## src/rtl/serial_subtractor_if.sv

```systemverilog
// serial_subtractor_if: request/operand/result bundle for the bit-serial
// subtractor. The master issues start/a/b and observes the result; the
// slave is the subtractor itself.
// Optional: SERIAL_SUB_OVF_EN adds the signed-overflow flag ovf.
interface serial_subtractor_if #(
    parameter int WIDTH = 8
);
    logic             start;
    logic [WIDTH-1:0] a;
    logic [WIDTH-1:0] b;
    logic             busy;
    logic             done;
    logic [WIDTH-1:0] diff;
    logic             borrow;
`ifdef SERIAL_SUB_OVF_EN
    logic             ovf;

    modport master (output start, a, b, input busy, done, diff, borrow, ovf);
    modport slave  (input start, a, b, output busy, done, diff, borrow, ovf);
`else
    modport master (output start, a, b, input busy, done, diff, borrow);
    modport slave  (input start, a, b, output busy, done, diff, borrow);
`endif
endinterface

```

## src/rtl/serial_subtractor.sv

```systemverilog
// serial_subtractor: bit-serial unsigned a - b, LSB first, one full-subtractor
// stage and a registered borrow. Result is valid while done pulses and is held
// until the next accepted start.
// Optional: SERIAL_SUB_OVF_EN adds the registered signed-overflow flag ovf.
module serial_subtractor #(
    parameter int WIDTH = 8
) (
    input  logic                   clk,
    input  logic                   rst_n,
    serial_subtractor_if.slave     bus
);

    localparam int CNT_W = $clog2(WIDTH + 1);

    typedef enum logic [1:0] {
        ST_IDLE = 2'd0,
        ST_RUN  = 2'd1,
        ST_DONE = 2'd2
    } state_t;

    // Full-subtractor difference bit
    function automatic logic fs_diff(input logic x, input logic y, input logic bi);
        return x ^ y ^ bi;
    endfunction

    // Full-subtractor borrow-out
    function automatic logic fs_borrow(input logic x, input logic y, input logic bi);
        return (~x & y) | (~(x ^ y) & bi);
    endfunction

    state_t             state_r;
    state_t             state_s;
    logic [WIDTH-1:0]   sa_r;
    logic [WIDTH-1:0]   sb_r;
    logic [WIDTH-1:0]   diff_r;
    logic               br_r;
    logic [CNT_W-1:0]   cnt_r;
    logic               borrow_r;
    logic               busy_r;
    logic               done_r;
    logic               bit_d_s;
    logic               bit_br_s;
    logic               last_s;
`ifdef SERIAL_SUB_OVF_EN
    logic               a_msb_r;
    logic               b_msb_r;
    logic               ovf_r;
`endif

    assign bit_d_s  = fs_diff(sa_r[0], sb_r[0], br_r);
    assign bit_br_s = fs_borrow(sa_r[0], sb_r[0], br_r);
    assign last_s   = (cnt_r == CNT_W'(WIDTH - 1));

    // Next-state logic for the IDLE/RUN/DONE sequencer
    always_comb begin
        state_s = state_r;
        case (state_r)
            ST_IDLE: begin
                if (bus.start) begin
                    state_s = ST_RUN;
                end else begin
                    state_s = ST_IDLE;
                end
            end
            ST_RUN: begin
                if (last_s) begin
                    state_s = ST_DONE;
                end else begin
                    state_s = ST_RUN;
                end
            end
            ST_DONE: state_s = ST_IDLE;
            default: state_s = ST_IDLE;
        endcase
    end

    // State register; reset aborts any operation in flight
    always_ff @(posedge clk or negedge rst_n) begin
        if (!rst_n) begin
            state_r <= ST_IDLE;
        end else begin
            state_r <= state_s;
        end
    end

    // Status flags registered from the next state so they align with it
    always_ff @(posedge clk or negedge rst_n) begin
        if (!rst_n) begin
            busy_r <= 1'b0;
            done_r <= 1'b0;
        end else begin
            busy_r <= (state_s != ST_IDLE);
            done_r <= (state_s == ST_DONE);
        end
    end

    // Operand load on accept, then one bit-step per cycle while running
    always_ff @(posedge clk or negedge rst_n) begin
        if (!rst_n) begin
            sa_r     <= '0;
            sb_r     <= '0;
            diff_r   <= '0;
            br_r     <= 1'b0;
            cnt_r    <= '0;
            borrow_r <= 1'b0;
        end else begin
            case (state_r)
                ST_IDLE: begin
                    if (bus.start) begin
                        sa_r  <= bus.a;
                        sb_r  <= bus.b;
                        br_r  <= 1'b0;
                        cnt_r <= '0;
                    end else begin
                        sa_r  <= sa_r;
                        sb_r  <= sb_r;
                    end
                end
                ST_RUN: begin
                    diff_r <= {bit_d_s, diff_r[WIDTH-1:1]};
                    sa_r   <= {1'b0, sa_r[WIDTH-1:1]};
                    sb_r   <= {1'b0, sb_r[WIDTH-1:1]};
                    br_r   <= bit_br_s;
                    cnt_r  <= cnt_r + CNT_W'(1);
                    if (last_s) begin
                        borrow_r <= bit_br_s;
                    end else begin
                        borrow_r <= borrow_r;
                    end
                end
                default: begin
                    diff_r <= diff_r;
                end
            endcase
        end
    end

`ifdef SERIAL_SUB_OVF_EN
    // Operand sign capture and signed-overflow flag, set as the last bit lands
    always_ff @(posedge clk or negedge rst_n) begin
        if (!rst_n) begin
            a_msb_r <= 1'b0;
            b_msb_r <= 1'b0;
            ovf_r   <= 1'b0;
        end else begin
            if ((state_r == ST_IDLE) && bus.start) begin
                a_msb_r <= bus.a[WIDTH-1];
                b_msb_r <= bus.b[WIDTH-1];
            end else if ((state_r == ST_RUN) && last_s) begin
                ovf_r <= (a_msb_r ^ b_msb_r) & (bit_d_s ^ a_msb_r);
            end else begin
                ovf_r <= ovf_r;
            end
        end
    end

    assign bus.ovf = ovf_r;
`endif

    assign bus.busy   = busy_r;
    assign bus.done   = done_r;
    assign bus.diff   = diff_r;
    assign bus.borrow = borrow_r;

endmodule

```

## src/flat_wrapper.sv

```systemverilog
// flat-port wrapper written by rule: the top's interface ports become plain ports
module serial_subtractor_flat 
#(
    parameter int WIDTH = 8
)
  (clk, rst_n, bus_start, bus_a, bus_b, bus_busy, bus_done, bus_diff, bus_borrow);
  serial_subtractor_if #(.WIDTH(WIDTH)) bus_i ();
  input  logic clk;
  input  logic rst_n;
  input wire logic [$bits(bus_i.start)-1:0] bus_start;
  input wire logic [$bits(bus_i.a)-1:0] bus_a;
  input wire logic [$bits(bus_i.b)-1:0] bus_b;
  output wire logic [$bits(bus_i.busy)-1:0] bus_busy;
  output wire logic [$bits(bus_i.done)-1:0] bus_done;
  output wire logic [$bits(bus_i.diff)-1:0] bus_diff;
  output wire logic [$bits(bus_i.borrow)-1:0] bus_borrow;
  assign bus_i.start = bus_start;
  assign bus_i.a = bus_a;
  assign bus_i.b = bus_b;
  assign bus_busy = bus_i.busy;
  assign bus_done = bus_i.done;
  assign bus_diff = bus_i.diff;
  assign bus_borrow = bus_i.borrow;
  serial_subtractor #(.WIDTH(WIDTH)) u_core (.clk(clk), .rst_n(rst_n), .bus(bus_i));
endmodule
```

## config.mk

```make
export PLATFORM = sky130hd
export DESIGN_NAME = serial_subtractor_flat
export DESIGN_NICKNAME = d
export VERILOG_FILES = /design/src/rtl/serial_subtractor_if.sv /design/src/rtl/serial_subtractor.sv /design/src/flat_wrapper.sv
export SDC_FILE = /design/constraint.sdc
export NUM_CORES = 1
export LEC_CHECK = 0
export CORE_ASPECT_RATIO = 0.6
export CORE_MARGIN = 3
export CORE_UTILIZATION = 35
export CTS_CLUSTER_DIAMETER = 80
export DETAILED_ROUTE_END_ITERATION = 10
export GPL_TIMING_DRIVEN = 0
export SYNTH_ARGS = -nofsm -noshare
export SYNTH_HDL_FRONTEND = slang
export SYNTH_SLANG_ARGS = --single-unit
```

## constraint.sdc

```tcl
create_clock -name clk -period 2.7 [get_ports clk]
set_input_delay 0.54 -clock clk [delete_from_list [all_inputs] [get_ports clk]]
set_output_delay 0.54 -clock clk [all_outputs]
set_load 0.01 [all_outputs]
```

# Yosys cells after proc, flatten, opt, wreduce, memory -nomap -nowiden
# Cells that the tools add are included.
[totals]
regBits = 34
input_bits = 19
out_inout_bits = 11
elab_cells = 37
[op_classes]
n_addsub = 1
n_eq_ne = 4
n_mux = 11
bitwise = 7
reduce_logical = 5
[ops]
columns = ["op", "count"]
rows = [
  ["8-bit case mux with 2 select lines", 2],
  ["8-bit two-way mux", 2],
  ["4-bit case mux with 2 select lines", 1],
  ["4-bit by 1-bit adder with 4-bit output (second input constant)", 1],
  ["4-bit by 3-bit == test with 1-bit output (second input constant)", 1],
  ["4-bit two-way mux", 1],
  ["2-bit case mux with 2 select lines", 1],
  ["2-bit AND reduction", 2],
  ["2-bit nonzero test", 2],
  ["1-bit AND", 2],
  ["2-bit by 1-bit == test with 1-bit output (second input constant)", 1],
  ["2-bit == test (second input constant)", 1],
  ["2-bit zero test", 1],
  ["1-bit two-way mux", 2],
  ["2-bit two-way mux", 1],
  ["2-bit inequality test (second input constant)", 1],
  ["1-bit NOT", 2],
  ["1-bit case mux with 2 select lines", 1],
  ["1-bit bitwise XOR", 2],
  ["1-bit bitwise OR", 1],
]

# Depth between registers and ports, before layout
# Gate-level depths: netlist (run 1).
[logic_depth]
depth_word = 5
mapped_depth = 5

# Worst setup path before layout (run 1)
# OpenSTA, ideal clock, no wires.
[synth_timing]
kind = "input to register"
from = "input bus_start"
to = "register u_core.sa_r[6]"
setup_time_ns = 0.132
arrival_time_ns = 1.116
required_ns = 2.568
slack_ns = 1.452
stages = 5
path_buffers = 2
path_cell_list = "and2b_1 buf_6 buf_12 a21oi_1 o21ai_1"
[synth_via]
elab_chain_cells = 2
[synth_rtl]
columns = ["element", "line", "rtl"]
rows = [
  ["start: declaration", "flat_wrapper.sv:10", "input wire logic [$bits(bus_i.start)-1:0] bus_start;"],
  ["2-bit inequality test (no line)", "-", ""],
  ["2-bit AND reduction (no line)", "-", ""],
  ["end signal: assignment", "serial_subtractor.sv:110", "sa_r <= bus.a;"],
  ["end signal: assignment", "serial_subtractor.sv:115", "sa_r <= sa_r;"],
  ["end signal: assignment", "serial_subtractor.sv:121", "sa_r <= {1'b0, sa_r[WIDTH-1:1]};"],
  ["end: declaration", "serial_subtractor.sv:33", "logic [WIDTH-1:0] sa_r;"],
]
# No other way between the ends.
# A chain may end at the register's enable or synchronous reset.

# Worst setup path after layout (run 1)
[layout_timing]
from = "register u_core.diff_r[3], in the netlist u_core.bus.diff[3]"
to = "output bus_diff[3]"
[layout_lines]
columns = ["element", "line", "rtl"]
rows = [
  ["start: declaration", "serial_subtractor.sv:35", "logic [WIDTH-1:0] diff_r;"],
  ["start signal: assignment", "serial_subtractor.sv:120", "diff_r <= {bit_d_s, diff_r[WIDTH-1:1]};"],
  ["start signal: assignment", "serial_subtractor.sv:132", "diff_r <= diff_r;"],
  ["end: declaration", "flat_wrapper.sv:15", "output wire logic [$bits(bus_i.diff)-1:0] bus_diff;"],
]
# No word-level cell between the ends.

==> metrics.md, run 1 <==
| Metric | Value |
|---|---|
| Vias per Instance | 4.93 |
| Port Buf Inserts | 29 |
| Max incr delay on CP | 550 ps |
| Pleak | 0.000923 uW |
| Fillcell total | 388 |
| CTS tree | built |
| # Post-CTS Setup Buffers | 0 |
| Distinct cells, synth | 31 |
| #FFs+latches synth | 34 |
| Pre-antenna DRT Iters | 4 |
| Tot Pwr | 2150 uW |
| CTS Root Cell | clkbuf_8 |
| Count of final setup violators | 0 |
| Min Tclk post-route | 1760 ps |
| Critical path type | register to output port |
| VDD IR max | 0.000355 V |
| RSZ-0062 raised after global routing | false |
| WP buf/inv | 1 |
| Synthesized area | 1630 um^2 |
| P&R area growth vs syn | 27.9% |
| ANT nets after route | 0 |
| Cts repair resizes | 0 |
| WL final | 3.57 mm |
| Commonest non-fill, non-tap cell in the layout | dfrtp_1 |
| Crit path launch type | register |
| Area of the core | 4300 um^2 |
| Slew HR | 48.9% |
| Share of cells above drive strength 1 | 12.2% |
| Cell family contributing the most delay on the critical path | buffers and inverters |
| CP arrival | 1220 ps |
| Clock Path Buffers | 2 |
| PwrDens | 1030 nW/um^2 |
| Die Area | 5550 um^2 |
| Status | completed |
| Crit share post-route | 65.1% |
| Starting Density | 38.0% |
| Post-DP HPWL | 2.58 mm |
| Most frequent cells in the layout | dfrtp_1, nand2_1, clkdlybuf4s50_1 |
| Total track usage | 14.3% |
| Cells after Synth | 160 |
| Worst-Skew Late Latency | 280 ps |
| GPL Wtd Cong | 0.770 |
| Hold_buf cts | 0 |
| DR DRC count | 0 |
| H-tree lvl count | 2 |
| Syn Nets | 181 |
| Synth top area share | 52.1% |
| Clk sinks | 34 |
| FP Rows | 18 |
| Hold slack final | 322 ps |
| Die W | 94.2 um |
| Async set or reset register ratio after synthesis | 100% |
| Most used flip-flop cell after synthesis | dfrtp_1 |
| Worst EP required | 2160 ps |
| Clk slew on worst S/H paths | 70 ps |
| Nature of the critical path endpoint | output port |
| Fin util | 48.6% |
| Pins over their slew limit | 0 |
| Synth area leader | dfrtp_1 |
| Fmax | 569 MHz |
| Largest net degree at the start of global routing | 35 |
| Post-synthesis sequential area ratio | 52.1% |
| Gr ovfl total | 0 |
| Yosys Warn Count | 0 |
| Number of synthesized flops with an enable pin | 0 |
| Chip height | 58.9 um |
| Layout Nets | 217 |
| CP Cell Sequence | clkdlybuf4s50_1 |
| Syn_area_per_cell | 10.2 um^2 |
| Diode count | 0 |
| Top cells by area, synth | dfrtp_1, nand2_1, a22oi_1 |
| Crit Path Max Fanout | 3 |
| Least-Margin Pin Slew | 766 ps |
| Initial drt markers | 49 |
| Max_cap viols | 0 |
| Num CTS Buffers | 5 |
| First-pass GRT wire length | 6.15 mm |
| Setup TNS after final layout | 0 ps |
| Vias | 1268 |
| Drt wl/cell | 13.9 um |
| Worst min-delay path class | input pin to asynchronous set/reset pin |
| Initial antenna violation count | 0 |
| Final Hold Fails | 0 |
| # IOs | 30 |
| CP max stage cell | clkdlybuf4s50_1 |
| Vias in the first global route | 1310 |
| Post-Route Skew | 7.41 ps |
==> cells by family after synthesis <==
kind of cell	share of synthesized area [%]
adders and majority gates	1.99
muxes	0.613
and+or+nand+nor	17.2
AOI/OAI and AO/OA	21.0
DFF	52.1
buffers and inverters	7.12
==> worst reg2reg max path, stage by stage, from the launching register on <==
cell	delay (ps)
dfrtp_1	430
and2b_1	180
buf_6	130
buf_6	140
a22oi_1	130
o21ai_1	90
==> routing by layer <==
metal  part of all wire (%)  track usage [%]  up-vias
met5                      0                0        -
met4                    1.2             4.94        0
met3                    4.6             4.09        5
met2                     44             21.2       21
met1                     50             20.0      621
li1                       -                -      621
==> final cells by class <==
cell class              instances  area, um^2  share of cell area (%)
flip-flops and latches         34         851                    40.7
multi-input cells             111         667                    31.9
repair buffers                 29         285                    13.7
plain buffers                  11         101                    4.85
clock buffers                   6        82.6                    3.95
well taps                      60        75.1                    3.59
inverters                       4        15.0                   0.719
clock inverters                 2        12.5                   0.599
==> report_power, final <==
part	internal, uW	switching [uW]
clock network	205	187
logic	444	447
registers	708	158
total	1360	792
==> flip-flops by register name, summed over array words and instances, names as in the netlist <==
signal             flops
u_core.sa_r            8
u_core.bus.diff        8
u_core.bus.busy        1
u_core.br_r            1
u_core.sb_r            8
u_core.bus.done        1
u_core.state_r         2
u_core.bus.borrow      1
u_core.cnt_r           4
==> synth_stat cells (2+ instances only) <==
library cell	number
and2b_1	9
o21ai_1	11
buf_2	2
nor2b_1	8
buf_4	3
a21oi_1	16
o21ai_0	8
a22oi_1	13
buf_6	4
dfrtp_1	34
nand2_1	30
inv_1	3
==> final timing paths <==
path / from / endpoint / slack [ps] / cells after the start
worst max-delay path: u_core.bus.diff[3]$_DFFE_PN0P_ / bus_diff[3] / 940 / 1
worst min-delay path: rst_n / u_core.sa_r[6]$_DFFE_PN0P_ / 320 / 1
worst max register to register: u_core.state_r[0]$_DFF_PN0_ / u_core.sb_r[2]$_DFFE_PN0P_ / 1470 / 5
worst min register to register: u_core.bus.diff[0]$_DFFE_PN0P_ / u_core.bus.diff[0]$_DFFE_PN0P_ / 480 / 2
max in group asynchronous: rst_n / u_core.bus.diff[2]$_DFFE_PN0P_ / 1880 / 1
min in group clk: u_core.bus.diff[0]$_DFFE_PN0P_ / u_core.bus.diff[0]$_DFFE_PN0P_ / 480 / 2
==> per-stage QoR <==
step	area, um^2	instances	setup slack (ps)
after floorplan	1630	160	1450
after global placement	2000	249	360
after detailed placement	1990	249	712
after CTS	2090	257	927
after global routing	2090	257	891
final	2090	257	941
Power figures use the tool's default switching activity.
==> run 2: changes to the inputs <==
- clock period: 2.7 -> 1.6 ns (I/O delays scaled with it)
==> results of run 2 <==
Same layout as run 1 (identical final DEF). Status: completed.
Main changes from that run: setup slack after placement 712 ps -> -168 ps; setup slack after layout 941 ps -> 61.5 ps; hold slack 322 ps -> 102 ps; register-to-register setup slack 1470 ps -> 370 ps; total power 2150 uW -> 3630 uW; worst IR drop on VDD 0.000355 V -> 0.000600 V
==> run 3: changes to the inputs <==
- CAP_MARGIN: not set -> 20
- CORE_UTILIZATION: 35 -> 45
- GPL_ROUTABILITY_DRIVEN: not set -> 0
- PLACE_DENSITY: not set -> 0.73
==> metrics.md, run 3 (same netlist as run 1, synthesis figures left out) <==
| Metric | Value |
|---|---|
| Final WS setup | 60.4 ps |
| DR DRC count | 0 |
| Cts repair resizes | 0 |
| Reg2reg path depth | 5 |
| Share of cells above drive strength 1 | 12.6% |
| Die Area | 4410 um^2 |
| Crit Path Max Fanout | 3 |
| Setup slack, reg-to-reg | 310 ps |
| CP max stage cell | clkdlybuf4s50_1 |
| WL final | 3.69 mm |
| Largest net degree at the start of global routing | 35 |
| Gr ovfl total | 0 |
| Tot Pwr | 3800 uW |
| Commonest non-fill, non-tap cell in the layout | dfrtp_1 |
| Max_cap viols | 0 |
| Max incr delay on CP | 550 ps |
| Worst min-delay path class | input pin to asynchronous set/reset pin |
| CTS Root Cell | clkbuf_8 |
| Final Hold Fails | 0 |
| Fillcell total | 270 |
| Diode count | 0 |
| Crit share post-route | 96.2% |
| Starting Density | 48.6% |
| Total area of sequential cells | 851 um^2 |
| Cell family contributing the most delay on the critical path | buffers and inverters |
| Drt wl/cell | 15.2 um |
| CP Cell Sequence | clkdlybuf4s50_1 |
| R2R Path End | u_core.sb_r[4]$_DFFE_PN0P_ |
| Count of final setup violators | 0 |
| Reg-to-Reg Start | u_core.state_r[0]$_DFF_PN0_ |
| Area of the core | 3360 um^2 |
| Clk slew on worst S/H paths | 80 ps |
| Vias per Instance | 5.41 |
| Placed cell count | 234 |
| Critical path type | register to output port |
| Nature of the critical path endpoint | output port |
| Most frequent cells in the layout | dfrtp_1, nand2_1, clkdlybuf4s50_1 |
| Least-Margin Pin Slew | 748 ps |
| Chip height | 52.7 um |
| Multi-input combinational cell area | 667 um^2 |
| PwrDens | 1810 nW/um^2 |
| Hold slack final | 89.9 ps |
| CTS tree | built |
| Initial antenna violation count | 0 |
| H-tree lvl count | 2 |
| Clk sinks | 34 |
| Pleak | 0.000931 uW |
| FP Rows | 16 |
| First-pass GRT wire length | 6.45 mm |
| Status | completed |
| Initial drt markers | 58 |
| Layout Nets | 218 |
| Pins over their slew limit | 0 |
| Worst-Skew Late Latency | 290 ps |
| Pre-antenna DRT Iters | 4 |
| Vias in the first global route | 1317 |
| Clock Path Buffers | 2 |
| Total track usage | 19.3% |
| Post-Route Skew | 8.79 ps |
| Slew HR | 50.1% |
| Crit path launch type | register |
| Min Tclk post-route | 1540 ps |
| RSZ-0062 raised after global routing | false |
| Num CTS Buffers | 5 |
| Fin util | 62.4% |
| WP buf/inv | 1 |
| VDD IR max | 0.000923 V |
| # IOs | 30 |
| ANT nets after route | 0 |
| Die W | 83.8 um |
| Port Buf Inserts | 29 |
| Place WS | -155 ps |
| P&R area growth vs syn | 28.3% |
| Vias | 1315 |
| CP arrival | 1220 ps |
| Post-DP HPWL | 2.66 mm |
| Non-Filler Instances | 243 |
| Fmax | 650 MHz |
| Worst EP required | 1280 ps |
==> run 3: through the flow <==
stage	instance area (um^2)	setup TNS, ps
after floorplan	1630	0
after global placement	1980	-17090
after detailed placement	1980	-1580
after CTS	2090	0
after global routing	2100	0
final	2100	0
==> run 3: repair_timing <==
| item | 4_1_cts | 5_1_grt |
|---|---|---|
| setup endpoints to repair | 0 | 1 |
| hold buffers | 0 | 0 |
| buffers inserted | 0 | 1 |
==> run 3: where the power goes <==
part	internal, uW	total, uW	switching, uW
clock	463	788	325
sequential	1190	1460	268
combinational	763	1550	785
total	2420	3800	1380
==> run 3: worst max path at each step <==
stage / start / end / slack, ps / cells after the start
after floorplan: u_core.state_r[0]$_DFF_PN0_ / u_core.sa_r[6]$_DFFE_PN0P_ / 450 / 5
after CTS: u_core.bus.diff[5]$_DFFE_PN0P_ / bus_diff[5] / 30 / 1
after global routing: u_core.bus.diff[7]$_DFFE_PN0P_ / bus_diff[7] / 3 / 1
final: u_core.bus.diff[6]$_DFFE_PN0P_ / bus_diff[6] / 60 / 1
after global placement: rst_n / u_core.bus.diff[3]$_DFFE_PN0P_ / -480 / 1
after detailed placement: bus_start / u_core.sa_r[6]$_DFFE_PN0P_ / -160 / 6
==> run 3: cell type report <==
cell class              count  area share [%]
clock inverters             3            2.15
clock buffers               5            3.28
inverters                   4           0.716
flip-flops and latches     34            40.6
plain buffers              11            4.83
repair buffers             30            14.0
multi-input cells         111            31.8
well taps                  45            2.68
==> run 3: metal layers <==
metal  vias up  global-route usage, %  routed length [um]
li1        626                      -                   -
met1       651                   25.4                1690
met2        36                   29.7                1720
met3         2                   5.81                 259
met4         0                   8.56                  25
met5         -                      0                   0
